File: config.mk
export PLATFORM = sky130hd
export DESIGN_NAME = crc_mem_writer_flat
export DESIGN_NICKNAME = d
export VERILOG_FILES = /design/src/rtl/crc_pkg.sv /design/src/rtl/crc_mem_writer_if.sv /design/src/rtl/crc16_byte_calc.sv /design/src/rtl/crc_mem_writer.sv /design/src/flat_wrapper.sv
export SDC_FILE = /design/constraint.sdc
export NUM_CORES = 1
export LEC_CHECK = 0
export BUFFER_PORTS_ARGS = -buffer_cell sky130_fd_sc_hd__buf_2
export CAP_MARGIN = 15
export CORE_MARGIN = 8
export CORE_UTILIZATION = 45
export DETAILED_ROUTE_END_ITERATION = 12
export HOLD_SLACK_MARGIN = 0.15
export PLACE_DENSITY = 0.76
export SETUP_SLACK_MARGIN = 0.4
export SLEW_MARGIN = 0
export SYNTH_ARGS = -nofsm -noshare
export SYNTH_HDL_FRONTEND = slang
export SYNTH_SLANG_ARGS = --single-unit
export TNS_END_PERCENT = 100
File: constraint.sdc
create_clock -name clk50m -period 2.6 [get_ports clk50m]
set_input_delay 0 -clock clk50m [delete_from_list [all_inputs] [get_ports clk50m]]
set_output_delay 0 -clock clk50m [all_outputs]
set_load 0.05 [all_outputs]
File: src/rtl/crc_pkg.sv
// Shared types, constants and the byte-wise CRC-16-CCITT update for crc_mem_writer.
package crc_pkg;

  typedef enum logic [1:0] {
    StIdle,
    StWrite,
    StDone
  } wr_state_e;

  localparam logic [15:0] CRC_POLY = 16'h1021;
  localparam logic [15:0] CRC_INIT = 16'hFFFF;

  // One byte through the CRC register, MSB first, no reflection.
  function automatic logic [15:0] crc16_byte(input logic [15:0] crc_in, input logic [7:0] data);
    logic [15:0] c;
    logic        fb;
    c = crc_in;
    for (int i = 7; i >= 0; i--) begin
      fb = c[15] ^ data[i];
      c  = {c[14:0], 1'b0};
      if (fb) c = c ^ CRC_POLY;
    end
    return c;
  endfunction

endpackage

File: src/rtl/crc_mem_writer_if.sv
// Stream-in / memory-write-out bundle for crc_mem_writer.
interface crc_mem_writer_if #(
  parameter int unsigned ADDR_W = 10,
  parameter int unsigned DATA_W = 8
) ();

  logic              wr_start;
  logic [DATA_W-1:0] data_in;
  logic              data_valid;
  logic              data_last;
  logic              data_ready;
  logic [ADDR_W-1:0] mem_addr_out;
  logic [DATA_W-1:0] mem_data_out;
  logic              mem_we;
  logic [ADDR_W:0]   wr_count;
  logic [15:0]       crc_out;
  logic              wr_done;

  modport master (
    output wr_start, data_in, data_valid, data_last,
    input  data_ready, mem_addr_out, mem_data_out, mem_we, wr_count, crc_out, wr_done
  );

  modport slave (
    input  wr_start, data_in, data_valid, data_last,
    output data_ready, mem_addr_out, mem_data_out, mem_we, wr_count, crc_out, wr_done
  );

endinterface

File: src/rtl/crc16_byte_calc.sv
// Combinational CRC-16-CCITT update by one byte.
module crc16_byte_calc
  import crc_pkg::*;
(
  input  logic [15:0] crc_i,
  input  logic [7:0]  data_i,
  output logic [15:0] crc_o
);

  assign crc_o = crc16_byte(crc_i, data_i);

endmodule

File: src/rtl/crc_mem_writer.sv
// Burst writer: accepts a byte stream, writes it to memory from address 0 with a
// registered write port, counts bytes and optionally tracks a CRC-16-CCITT.
// Optional feature macro: CRC_WR_CALC_EN (undefined -> crc_out tied to zero).
module crc_mem_writer
  import crc_pkg::*;
#(
  parameter int unsigned ADDR_W = 10,
  parameter int unsigned DATA_W = 8
) (
  input logic              clk50m,
  input logic              rst,
  crc_mem_writer_if.slave  bus
);

  localparam logic [ADDR_W:0] Depth   = {1'b1, {ADDR_W{1'b0}}};
  localparam logic [ADDR_W:0] LastPtr = {1'b0, {ADDR_W{1'b1}}};
  localparam logic [ADDR_W:0] CntOne  = {{ADDR_W{1'b0}}, 1'b1};

  wr_state_e         state_q, state_d;
  logic [ADDR_W:0]   cnt_q;  // write pointer and byte count share one register
  logic [ADDR_W-1:0] addr_q;
  logic [DATA_W-1:0] data_q;
  logic              we_q;

  logic ready, accept, start, done;

  // State register.
  always_ff @(posedge clk50m) begin
    if (rst) state_q <= StIdle;
    else     state_q <= state_d;
  end

  // Next-state: leave WRITE on a last beat or on the final address.
  always_comb begin
    state_d = state_q;
    unique case (state_q)
      StIdle:  if (bus.wr_start) state_d = StWrite;
      StWrite: if (accept && (bus.data_last || cnt_q == LastPtr)) state_d = StDone;
      StDone:  state_d = StIdle;
      default: state_d = StIdle;
    endcase
  end

  // Decoded per-state controls.
  always_comb begin
    ready  = (state_q == StWrite) && (cnt_q < Depth);
    accept = ready && bus.data_valid;
    start  = (state_q == StIdle) && bus.wr_start;
    done   = (state_q == StDone);
  end

  // Registered memory write port and byte counter.
  always_ff @(posedge clk50m) begin
    if (rst) begin
      cnt_q  <= '0;
      addr_q <= '0;
      data_q <= '0;
      we_q   <= 1'b0;
    end else begin
      we_q <= accept;
      if (start) begin
        cnt_q <= '0;
      end else if (accept) begin
        cnt_q  <= cnt_q + CntOne;
        addr_q <= cnt_q[ADDR_W-1:0];
        data_q <= bus.data_in;
      end
    end
  end

`ifdef CRC_WR_CALC_EN
  logic [15:0] crc_q, crc_next;

  crc16_byte_calc u_crc (
    .crc_i  (crc_q),
    .data_i (bus.data_in[7:0]),
    .crc_o  (crc_next)
  );

  // CRC register updates on the same edge that registers the write.
  always_ff @(posedge clk50m) begin
    if (rst)         crc_q <= '0;
    else if (start)  crc_q <= CRC_INIT;
    else if (accept) crc_q <= crc_next;
  end

  assign bus.crc_out = crc_q;
`else
  assign bus.crc_out = 16'h0000;
`endif

  assign bus.data_ready   = ready;
  assign bus.wr_done      = done;
  assign bus.mem_we       = we_q;
  assign bus.mem_addr_out = addr_q;
  assign bus.mem_data_out = data_q;
  assign bus.wr_count     = cnt_q;

endmodule

File: src/flat_wrapper.sv
// flat-port wrapper written by rule: the top's interface ports become plain ports
module crc_mem_writer_flat import crc_pkg::*;
#(
  parameter int unsigned ADDR_W = 10,
  parameter int unsigned DATA_W = 8
)
  (clk50m, rst, bus_wr_start, bus_data_in, bus_data_valid, bus_data_last, bus_data_ready, bus_mem_addr_out, bus_mem_data_out, bus_mem_we, bus_wr_count, bus_crc_out, bus_wr_done);
  crc_mem_writer_if #(.ADDR_W(ADDR_W), .DATA_W(DATA_W)) bus_i ();
  input logic clk50m;
  input logic rst;
  input wire logic [$bits(bus_i.wr_start)-1:0] bus_wr_start;
  input wire logic [$bits(bus_i.data_in)-1:0] bus_data_in;
  input wire logic [$bits(bus_i.data_valid)-1:0] bus_data_valid;
  input wire logic [$bits(bus_i.data_last)-1:0] bus_data_last;
  output wire logic [$bits(bus_i.data_ready)-1:0] bus_data_ready;
  output wire logic [$bits(bus_i.mem_addr_out)-1:0] bus_mem_addr_out;
  output wire logic [$bits(bus_i.mem_data_out)-1:0] bus_mem_data_out;
  output wire logic [$bits(bus_i.mem_we)-1:0] bus_mem_we;
  output wire logic [$bits(bus_i.wr_count)-1:0] bus_wr_count;
  output wire logic [$bits(bus_i.crc_out)-1:0] bus_crc_out;
  output wire logic [$bits(bus_i.wr_done)-1:0] bus_wr_done;
  assign bus_i.wr_start = bus_wr_start;
  assign bus_i.data_in = bus_data_in;
  assign bus_i.data_valid = bus_data_valid;
  assign bus_i.data_last = bus_data_last;
  assign bus_data_ready = bus_i.data_ready;
  assign bus_mem_addr_out = bus_i.mem_addr_out;
  assign bus_mem_data_out = bus_i.mem_data_out;
  assign bus_mem_we = bus_i.mem_we;
  assign bus_wr_count = bus_i.wr_count;
  assign bus_crc_out = bus_i.crc_out;
  assign bus_wr_done = bus_i.wr_done;
  crc_mem_writer #(.ADDR_W(ADDR_W), .DATA_W(DATA_W)) u_core (.clk50m(clk50m), .rst(rst), .bus(bus_i));
endmodule
==> impl_metrics.csv, run 1 <==
group,metric,value,unit
setup_path,crit_path_cell_trace,"and4bb_2 -> nand4_1 -> o2bb2ai_1 -> dlygate4sd3_1",
synth,number_of_synthesized_register_bits,32,
timing,finalSetupViolations,0,
setup_path,end_kind,"flop",
setup_path,crit_path_max_fo,24,
timing,tightest_slew,509.2,ps
setup_path,critical-path-slowest-cell,"and4bb_2",
setup_path,worstSetupPathType,"flop to flop",
global_routing,track_usage,13.26,%
layout,area_growth_syn_to_layout,33.36,%
global_routing,grt_first_pass_wirelength,5471,um
timing,totalNegativeSetupSlack,0,ps
power,p_total,1.116,mW
die,die-width,71.83,um
clock_tree,insertion_delay_of_the_later_clocked_pin_in_the_worst_skew_pair,320,ps
timing,period_utilization_post_route,79.93,%
route,wire_per_inst,12.57,um
die,area_of_the_die,0.005160,mm2
timing,slew_headroom,66.05,%
timing,maxClockFrequency,481.2,MHz
die,core.rowCount,20,
clock_tree,max_h_tree_level,2,
setup_path,worst_r2r_startpoint,"u_core.bus.wr_count[10]$_SDFFE_PP0P_",
setup_path,worst_setup_path_startpoint,"u_core.bus.wr_count[10]$_SDFFE_PP0P_",
synth,synth_cells,167,
synth,synth_area,0.001403,mm2
clock_tree,cts_resized,0,
timing,grt_setup_unrepaired,"false",
synth,yosysTopAreaCell,"dfxtp_1",
route,ant_nets_after_route,0,
clock_tree,cts.reportedPaths.clkPinSlew,100,ps
synth,yosysWarnings,0,
route,routed-via-count,1220,
layout,drive_gt1_share,25.43,%
timing,finalHoldViolCount,0,
synth,syn-mean-instance-area,8.399,um2
power,max-vdd-ir-drop,0.0003505,V
placement,numPortBuffers,44,
synth,ys_top_cells_by_area,"dfxtp_1, nand2_1, buf_4",
layout,fillers,283,
synth,synth_top_cell_area_share,45.67,%
clock_tree,clock_tree.buffer_depth,2,
worst_hold_path,worst_hold_path_type,"input pin to flop",
route,firstDrtPassIters,4,
worst_hold_path,holdCritStartpoint,"bus_data_valid",
power,leakage,0.8762,nW
clock_tree,cts_tree,"done",
setup_path,worstPathBufferInverterCount,1,
route,initial_detailed_routing_violation_count,87,
die,dieHeight,71.83,um
timing,layout_min_cycle_time,2078,ps
placement,globalplace.congestion,0.7647,
synth,yosysUniqueCellTypes,29,
setup_path,cp.arrival,2290,ps
route,via_per_inst,4.604,
layout,antenna_cells_inserted,0,
placement,dpl.hpwl,2206,um
clock_tree,clock_sink_count,32,
timing,slew_violations,0,
setup_path,worstSetupStartpointType,"flop",
global_routing,grt_pass1_vias,1189,
setup_path,worst-r2r-setup-slack,520,ps
global_routing,number_of_antenna_violations_at_the_first_check_in_global_routing,0,
clock_tree,clk_tree_root_cell,"clkbuf_4",
layout,layout.nets,245,
route,remaining_routing_drc_violations,0,
die,starting_utilization_of_the_core_area,46.71,%
synth,yosysSeqAreaShare,45.67,%
power,power_density,596.5,mW/mm2
clock_tree,cts_made_buffers,5,
global_routing,grt_max_degree,25,
setup_path,crit_required,2810,ps
setup_path,path_delay_family,"simple AND/OR/NAND/NOR gates",
die,core-area,0.003003,mm2
flow_run,maxCapViolCount,0,
setup_path,critical_path_max_stage_delay,640,ps
timing,final.setup_skew,4.869,ps
die,io_pins,61,
global_routing,globalRoute.totalOverflow,0,
status,outcome,"completed",
route,postRouteWirelength,3330,um
==> worst register-to-register path: cells and delay by family, from the launching register on <==
family	cells	cell delay, ps
compound gates	1	170
buf+inv	1	560
flops	1	350
simple gates	2	880
==> logic make-up after synthesis <==
kind of cell,share of synthesized area [%]
AO/OA/AOI/OAI,8.743
flip-flops,45.67
adder cells (fa/ha/maj),0.8919
other,0.2674
XOR/XNOR,5.620
buffers and inverters,12.93
AND/OR/NAND/NOR,25.87
==> cell type report <==
type,count,area [um2],area share [%]
sequential,32,640.6,34.25
multi-input combinational,122,636.9,34.05
timing repair buffer,67,445.4,23.81
clock buffer,7,65.06,3.478
tap,33,41.29,2.207
clock inverter,1,30.03,1.605
inverter,3,11.26,0.6020
==> layer usage <==
| layer | track usage (%) | part of all wire [%] | routed length (um) |
|---|---|---|---|
| met1 | 14.12 | 41 | 1361 |
| met2 | 23.08 | 50 | 1681 |
| met3 | 5.718 | 7.7 | 258 |
| met4 | 3.855 | 0.84 | 28 |
| met5 | 0 | 0 | 0 |
==> state kept, by name (all words and copies together), names as in the netlist <==
register                 count
u_core.bus.wr_count         11
u_core.bus.mem_addr_out     10
u_core.bus.mem_data_out      8
u_core.bus.mem_we            1
u_core.state_q               2
==> cells in the final DEF (no fill, tap or decap), types with 3 or more instances in the layout <==
master,n
clkbuf_4,5
nand2_1,43
buf_2,44
xnor2_1,6
inv_1,3
conb_1,16
nand3_1,3
dlygate4sd3_1,21
nor2_1,14
dfxtp_1,32
xor2_1,3
a21oi_1,20
==> where the power goes <==
part | internal (mW) | switching, mW | total [mW]
Combinational | 0.0518 | 0.139 | 0.191
Clock | 0.255 | 0.161 | 0.417
Sequential | 0.501 | 0.00734 | 0.508
Total | 0.808 | 0.308 | 1.12
==> repair_timing <==
item / 4_1_cts / 5_1_grt
hold buffers: 21 / 0
endpoints found under the hold margin: 21 / 0
setup endpoints to repair: 0 / 0
buffers inserted: 0 / 0
==> per-stage QoR <==
step	utilization, %	instance area (um2)	std cells	hold slack, ps	setup WS (ps)
finish	62.29	1871	265	251.0	521.7
CTS	62.29	1871	265	246.2	496.2
detailed placement	52.13	1565	236	248.3	1056
floorplan	-	1459	182	78.47	976.2
global placement	52.13	1565	236	243.7	1106
global route	62.29	1871	265	266.5	401.0
==> final timing paths <==
check	to	cells after the start
worst max-delay path	u_core.state_q[0]$_SDFFE_PP0P_	4
worst max register to register	u_core.state_q[0]$_SDFFE_PP0P_	4
worst min register to register	u_core.bus.mem_addr_out[0]$_SDFFE_PP0P_	2
worst min-delay path	u_core.bus.mem_we$_SDFF_PP0_	4
==> synthesized netlist by cell type <==
library cell  number
a211oi_1           1
a21oi_1           20
a31oi_1            1
and2_1             2
and3_1             1
and4bb_2           1
buf_2              4
buf_4             17
buf_6              1
clkbuf_1           3
conb_1             1
dfxtp_1           32
ha_1               1
inv_1              3
nand2_1           43
nand2b_1           1
nand3_1            3
nand4_1            1
nand4_2            1
nand4bb_1          1
nor2_1            14
nor2b_1            1
nor3_1             1
nor3_2             1
nor4_4             1
nor4b_4            1
o2bb2ai_1          1
xnor2_1            6
xor2_1             3
(Power assumes the default switching activity.)
==> run 2, diff against run 1 <==
--- a/config.mk
+++ b/config.mk
@@ -5,6 +5,7 @@
 export SDC_FILE = /design/constraint.sdc
 export NUM_CORES = 1
 export LEC_CHECK = 0
+export ABC_AREA = 1
 export BUFFER_PORTS_ARGS = -buffer_cell sky130_fd_sc_hd__buf_2
 export CAP_MARGIN = 15
 export CORE_MARGIN = 8
==> constraint.sdc (replaced) <==
create_clock -name clk50m -period 2.2 [get_ports clk50m]
set_input_delay 0 -clock clk50m [delete_from_list [all_inputs] [get_ports clk50m]]
set_output_delay 0 -clock clk50m [all_outputs]
set_load 0.05 [all_outputs]
==> impl_metrics.csv, run 2 <==
group,metric,value,unit
status,outcome,"completed",
route,initial_detailed_routing_violation_count,94,
setup_path,path_delay_family,"simple AND/OR/NAND/NOR gates",
synth,synth_cells,188,
clock_tree,cts_resized,0,
setup_path,worst-r2r-cell-count,6,
synth,ys_top_cells_by_count,"dfxtp_1, nor2_1, nand2_1",
placement,preCtsSetupSlack,736.0,ps
placement,globalplace.congestion,0.8302,
placement,numPortBuffers,44,
placement,placed_area,0.001593,mm2
route,routed-via-count,1348,
global_routing,globalRoute.totalOverflow,0,
timing,layout_min_cycle_time,1492,ps
synth,yosysWarnings,0,
clock_tree,cts_setup_buffers,0,
layout,antenna_cells_inserted,0,
route,via_per_inst,4.797,
power,p_total,1.339,mW
synth,postSynth.topFlopCell,"dfxtp_1",
power,cellInternalPower,0.9079,mW
global_routing,grt_pass1_vias,1282,
global_routing,grt_first_pass_wirelength,5644,um
synth,yosysSeqAreaShare,45.51,%
timing,fin_hold_ws,406.0,ps
layout,area_growth_syn_to_layout,27.38,%
timing,maxClockFrequency,670.4,MHz
setup_path,crit_required,2460,ps
synth,synth_area,0.001408,mm2
layout,drive_gt1_share,23.79,%
layout,fin_util,59.71,%
worst_hold_path,number_of_cells_on_the_worst_hold_path,3,
power,power_density,746.8,mW/mm2
timing,finalHoldViolCount,0,
layout,final-instance-count-excl-fill,281,
power,max-vdd-ir-drop,0.0005652,V
layout,largest_register_ff_count,11,
placement,dpl.hpwl,2388,um
clock_tree,clock_sink_count,32,
die,die-width,71.93,um
layout,layout.nets,261,
route,firstDrtPassIters,4,
power,p_seq_share,46.3,%
setup_path,crit_path_cell_trace,"inv_1 -> nand3_2 -> nor2_4 -> buf_4 -> nand2_1 -> a21oi_1",
setup_path,end_kind,"flop",
timing,grt_setup_unrepaired,"false",
setup_path,cp.arrival,1750,ps
die,starting_utilization_of_the_core_area,46.87,%
layout,fin_area,0.001793,mm2
setup_path,critical_path_max_stage_delay,390,ps
route,wire_per_inst,11.88,um
route,remaining_routing_drc_violations,0,
clock_tree,cts_tree,"done",
clock_tree,cts_made_buffers,5,
die,area_of_the_die,0.005174,mm2
synth,synthArstFlopShare,0,%
global_routing,number_of_antenna_violations_at_the_first_check_in_global_routing,0,
synth,yosysUniqueCellTypes,22,
timing,finalSetupViolations,0,
clock_tree,insertion_delay_of_the_later_clocked_pin_in_the_worst_skew_pair,330,ps
clock_tree,max_h_tree_level,2,
synth,yosysTopAreaCell,"dfxtp_1",
timing,setup_ws,708.3,ps
setup_path,worstSetupPathType,"flop to flop",
power,p_comb_share,21.4,%
synth,yosys.cell_count.top_type,"dfxtp_1",
power,netSwitchingFraction,32.19,%
synth,ys_top_cells_by_area,"dfxtp_1, buf_4, nor2_1",
clock_tree,clock_tree.buffer_depth,2,
die,core-area,0.003003,mm2
timing,totalNegativeSetupSlack,0,ps
route,ant_nets_after_route,0,
die,io_pins,61,
power,leakage,0.8598,nW
layout,mostFrequentLayoutCell,"buf_2",
die,dieHeight,71.93,um
clock_tree,cts.reportedPaths.clkPinSlew,100,ps
die,core.rowCount,20,
flow_run,maxCapViolCount,0,
timing,slew_violations,0,
synth,syn-mean-instance-area,7.487,um2
clock_tree,clk_tree_root_cell,"clkbuf_4",
timing,final.setup_skew,10.25,ps
power,p_switching,0.4310,mW
power,p_clk_share,32.3,%
setup_path,path_depth,6,
setup_path,crit_path_max_fo,23,
synth,synth_top_cell_area_share,45.51,%
global_routing,track_usage,13.17,%
worst_hold_path,worst_hold_path_type,"input pin to flop",
timing,period_utilization_post_route,67.81,%
clock_tree,cts_hold_buf,12,
setup_path,worstSetupStartpointType,"flop",
route,postRouteWirelength,3337,um
synth,number_of_synthesized_register_bits,32,
synth,synth_edf_count,0,
placement,post-place-cells,261,
layout,layout.cells.most_common_list,"buf_2, dfxtp_1, nor2_1",
setup_path,worstPathBufferInverterCount,2,
global_routing,grt_max_degree,24,
setup_path,critical-path-slowest-cell,"nor2_4",
## run 2: cell count changes in the layout (fill, tap and decap cells not counted), sizes merged, moves of 2 or more
cell / before / now
a21oi: 20 / 17
and2: 2 / 0
clkbuf: 7 / 5
dlygate4sd3: 21 / 12
inv: 3 / 21
nand2: 43 / 26
nand3: 3 / 6
nand4: 2 / 4
nor2: 14 / 32
o21ai: 0 / 22
xnor2: 6 / 0
xor2: 3 / 1
## run 2: cells by family (layout without fill, tap and decap cells)
logic type | Yosys count | after routing | synth area share [%]
buffers and inverters | 42 | 87 | 16.09
flip-flops | 32 | 32 | 45.51
adder cells (fa/ha/maj) | 1 | 1 | 0.8887
AO/OA/AOI/OAI | 40 | 40 | 14.31
XOR/XNOR | 1 | 1 | 0.6223
other | 1 | 16 | 0.2664
AND/OR/NAND/NOR | 71 | 71 | 22.31
## run 2: worst paths after layout
| kind | start | endpoint | slack (ps) |
|---|---|---|---|
| worst max-delay path | u_core.bus.wr_count[10]$_SDFFE_PP0P_ | u_core.bus.wr_count[1]$_SDFFE_PP0P_ | 710 |
| worst min-delay path | rst | u_core.state_q[1]$_SDFFE_PP0P_ | 410 |
| worst max register to register | u_core.bus.wr_count[10]$_SDFFE_PP0P_ | u_core.bus.wr_count[1]$_SDFFE_PP0P_ | 710 |
| worst min register to register | u_core.bus.mem_addr_out[6]$_SDFFE_PP0P_ | u_core.bus.mem_addr_out[6]$_SDFFE_PP0P_ | 490 |
## run 2: tightest hold or removal path, cell delays in order
cell	delay, ps
dlygate4sd3_1	520
buf_2	130
nor2_1	50
## run 2: power by group through the flow
stage	Sequential, mW	Clock (mW)	Combinational (mW)
final	0.619	0.433	0.287
after global routing	0.623	0.473	0.307
after CTS	0.619	0.445	0.287
after detailed placement	0.633	0	0.270
after global placement	0.632	0	0.269
after floorplan	0.714	0	0.159
## run 2: per-layer routing
metal / routed length, um / vias to the layer above / track usage, %
met5: 0 / - / 0
met4: 52 / 0 / 4.308
met3: 343 / 7 / 6.612
met2: 1491 / 57 / 20.95
met1: 1450 / 592 / 14.95
li1: - / 692 / -
## run 2: final cells by class
type	instances	area (um2)
Clock buffer	5	37.54
Multi-Input combinational cell	129	596.8
Fill cell	298	1210
Tap cell	33	41.29
Timing Repair Buffer	58	355.3
Sequential cell	32	640.6
Inverter	21	78.83
Clock inverter	3	42.54
==> run 3, diff against run 2 <==
==> constraint.sdc (replaced) <==
create_clock -name clk50m -period 1.49 [get_ports clk50m]
set_input_delay 0 -clock clk50m [delete_from_list [all_inputs] [get_ports clk50m]]
set_output_delay 0 -clock clk50m [all_outputs]
set_load 0.05 [all_outputs]
==> impl_metrics.csv, run 3 (synthesized netlist as in run 2, its figures left out) <==
group,metric,value,unit
status,outcome,"completed",
layout,fin_util,68.25,%
power,leakage,0.9452,nW
setup_path,critical_path_max_stage_delay,370,ps
route,ant_nets_after_route,0,
power,netSwitchingFraction,31.17,%
timing,finalHoldViolCount,0,
die,io_pins,61,
route,wire_per_inst,12.82,um
timing,setup_ws,328.5,ps
die,core.rowCount,20,
timing,grt_setup_unrepaired,"true",
route,initial_detailed_routing_violation_count,65,
layout,layout.cells.most_common_list,"buf_2, nor2_1, nand2_1",
power,p_total,2.136,mW
clock_tree,max_h_tree_level,2,
placement,numPortBuffers,44,
die,die-width,71.93,um
timing,final.setup_skew,14.45,ps
timing,maxClockFrequency,860.9,MHz
clock_tree,cts_made_buffers,5,
route,via_per_inst,4.788,
flow_run,maxCapViolCount,0,
route,routed-via-count,1398,
power,p_switching,0.6659,mW
layout,mostFrequentLayoutCell,"buf_2",
route,top_signal_layer_used,"met4",
clock_tree,cts.reportedPaths.clkPinSlew,100,ps
power,p_seq_share,42.5,%
clock_tree,clock_tree.buffer_depth,2,
placement,dpl.hpwl,2571,um
setup_path,path_delay_family,"flip-flops",
route,postRouteWirelength,3743,um
power,max-vdd-ir-drop,0.0007878,V
die,area_of_the_die,0.005174,mm2
placement,preCtsSetupSlack,140.2,ps
route,met2_length,1701,um
route,met1_length,1627,um
global_routing,track_usage,14.54,%
clock_tree,clock_sink_count,32,
clock_tree,clk_tree_root_cell,"clkbuf_4",
timing,finalSetupViolations,0,
setup_path,worstSetupPathType,"flop to flop",
setup_path,crit_path_max_fo,12,
power,p_comb_share,22.7,%
layout,largest_register_ff_count,11,
global_routing,globalRoute.totalOverflow,0,
setup_path,crit_required,1730,ps
timing,period_utilization_post_route,77.96,%
timing,slew_violations,0,
setup_path,end_kind,"flop",
setup_path,worst-r2r-setup-slack,330,ps
layout,fillers,269,
layout,area_growth_syn_to_layout,45.60,%
die,starting_utilization_of_the_core_area,46.87,%
layout,layout.nets,272,
placement,globalplace.congestion,0.8489,
clock_tree,insertion_delay_of_the_later_clocked_pin_in_the_worst_skew_pair,340,ps
global_routing,grt_first_pass_wirelength,5934,um
power,power_density,1042,mW/mm2
timing,layout_min_cycle_time,1162,ps
die,dieHeight,71.93,um
setup_path,worstPathBufferInverterCount,2,
route,firstDrtPassIters,5,
global_routing,grt_max_degree,19,
worst_hold_path,worst_hold_path_type,"input pin to flop",
setup_path,worstSetupStartpointType,"flop",
layout,antenna_cells_inserted,0,
clock_tree,cts_tree,"done",
power,p_clk_share,34.7,%
timing,totalNegativeSetupSlack,0,ps
global_routing,number_of_antenna_violations_at_the_first_check_in_global_routing,0,
die,core-area,0.003003,mm2
setup_path,crit_path_cell_trace,"inv_6 -> nand3_4 -> nor2_4 -> buf_12 -> nand3b_1 -> o21ai_1 -> nor2_1",
route,met3_wirelength,367,um
setup_path,critical-path-slowest-cell,"dfxtp_4",
route,remaining_routing_drc_violations,0,
setup_path,cp.arrival,1400,ps
layout,drive_gt1_share,35.91,%
power,cellInternalPower,1.470,mW
global_routing,grt_pass1_vias,1261,
-- run 3: changes by cell type in the layout (fill, tap and decap cells not counted), sizes merged --
cell / previous run / this run
buf: 46 / 56
clkinvlp: 1 / 0
clkinv: 1 / 0
clkbuf: 5 / 8
-- run 3: power groups by stage --
stage	Sequential, mW	Combinational [mW]	Clock [mW]
5_1_grt	0.914	0.516	0.795
2_1_floorplan	1.04	0.236	0
4_1_cts	0.907	0.464	0.759
3_3_place_gp	0.924	0.412	0
6_report	0.908	0.486	0.742
3_5_place_dp	0.924	0.415	0
-- run 3: timing repair --
action | 4_1_cts | 5_1_grt
setup buffers | 4 | 1
pin swaps | 2 | 2
endpoints found under the hold margin | 20 | 0
setup endpoints to repair | 33 | 32
gates cloned | 0 | 1
resized for setup | 18 | 10
hold buffers | 12 | 0
-- run 3: worst paths after layout --
check,startpoint,endpoint,cells past startpoint
setup / recovery,u_core.bus.wr_count[10]$_SDFFE_PP0P_,u_core.bus.wr_count[8]$_SDFFE_PP0P_,7
hold / removal,rst,u_core.state_q[0]$_SDFFE_PP0P_,3
setup reg to reg,u_core.bus.wr_count[10]$_SDFFE_PP0P_,u_core.bus.wr_count[8]$_SDFFE_PP0P_,7
hold reg to reg,u_core.bus.mem_addr_out[1]$_SDFFE_PP0P_,u_core.bus.mem_addr_out[1]$_SDFFE_PP0P_,2
-- run 3: per-stage QoR --
| stage | instances | cell area [um2] | hold WS (ps) |
|---|---|---|---|
| floorplan | 203 | 1514 | 69.07 |
| global placement | 266 | 1679 | 213.0 |
| detailed placement | 266 | 1679 | 212.8 |
| CTS | 290 | 1989 | 384.0 |
| global route | 292 | 2049 | 394.2 |
| finish | 292 | 2049 | 394.6 |
-- run 3: routing by layer --
metal	up-vias	global-route usage [%]
li1	717	-
met1	620	16.29
met2	54	22.67
met3	7	8.264
met4	0	4.762
met5	-	0
-- run 3: worst reg2reg max path, delay by kind of cell (launching register included) --
family	cells	cell delay (ps)
buf+inv	2	210
simple gates	4	330
compound gates	1	140
flops	1	370
-- run 3: layout make-up --
cell class                 instances  area [um2]  area share (%)
multi-input combinational        129       656.9           32.05
tap                               33       41.29           2.015
inverter                          21       86.33           4.212
clock inverter                     1       30.03           1.465
sequential                        32       674.4           32.91
timing repair buffer              69       495.5           24.18
clock buffer                       7       65.06           3.175
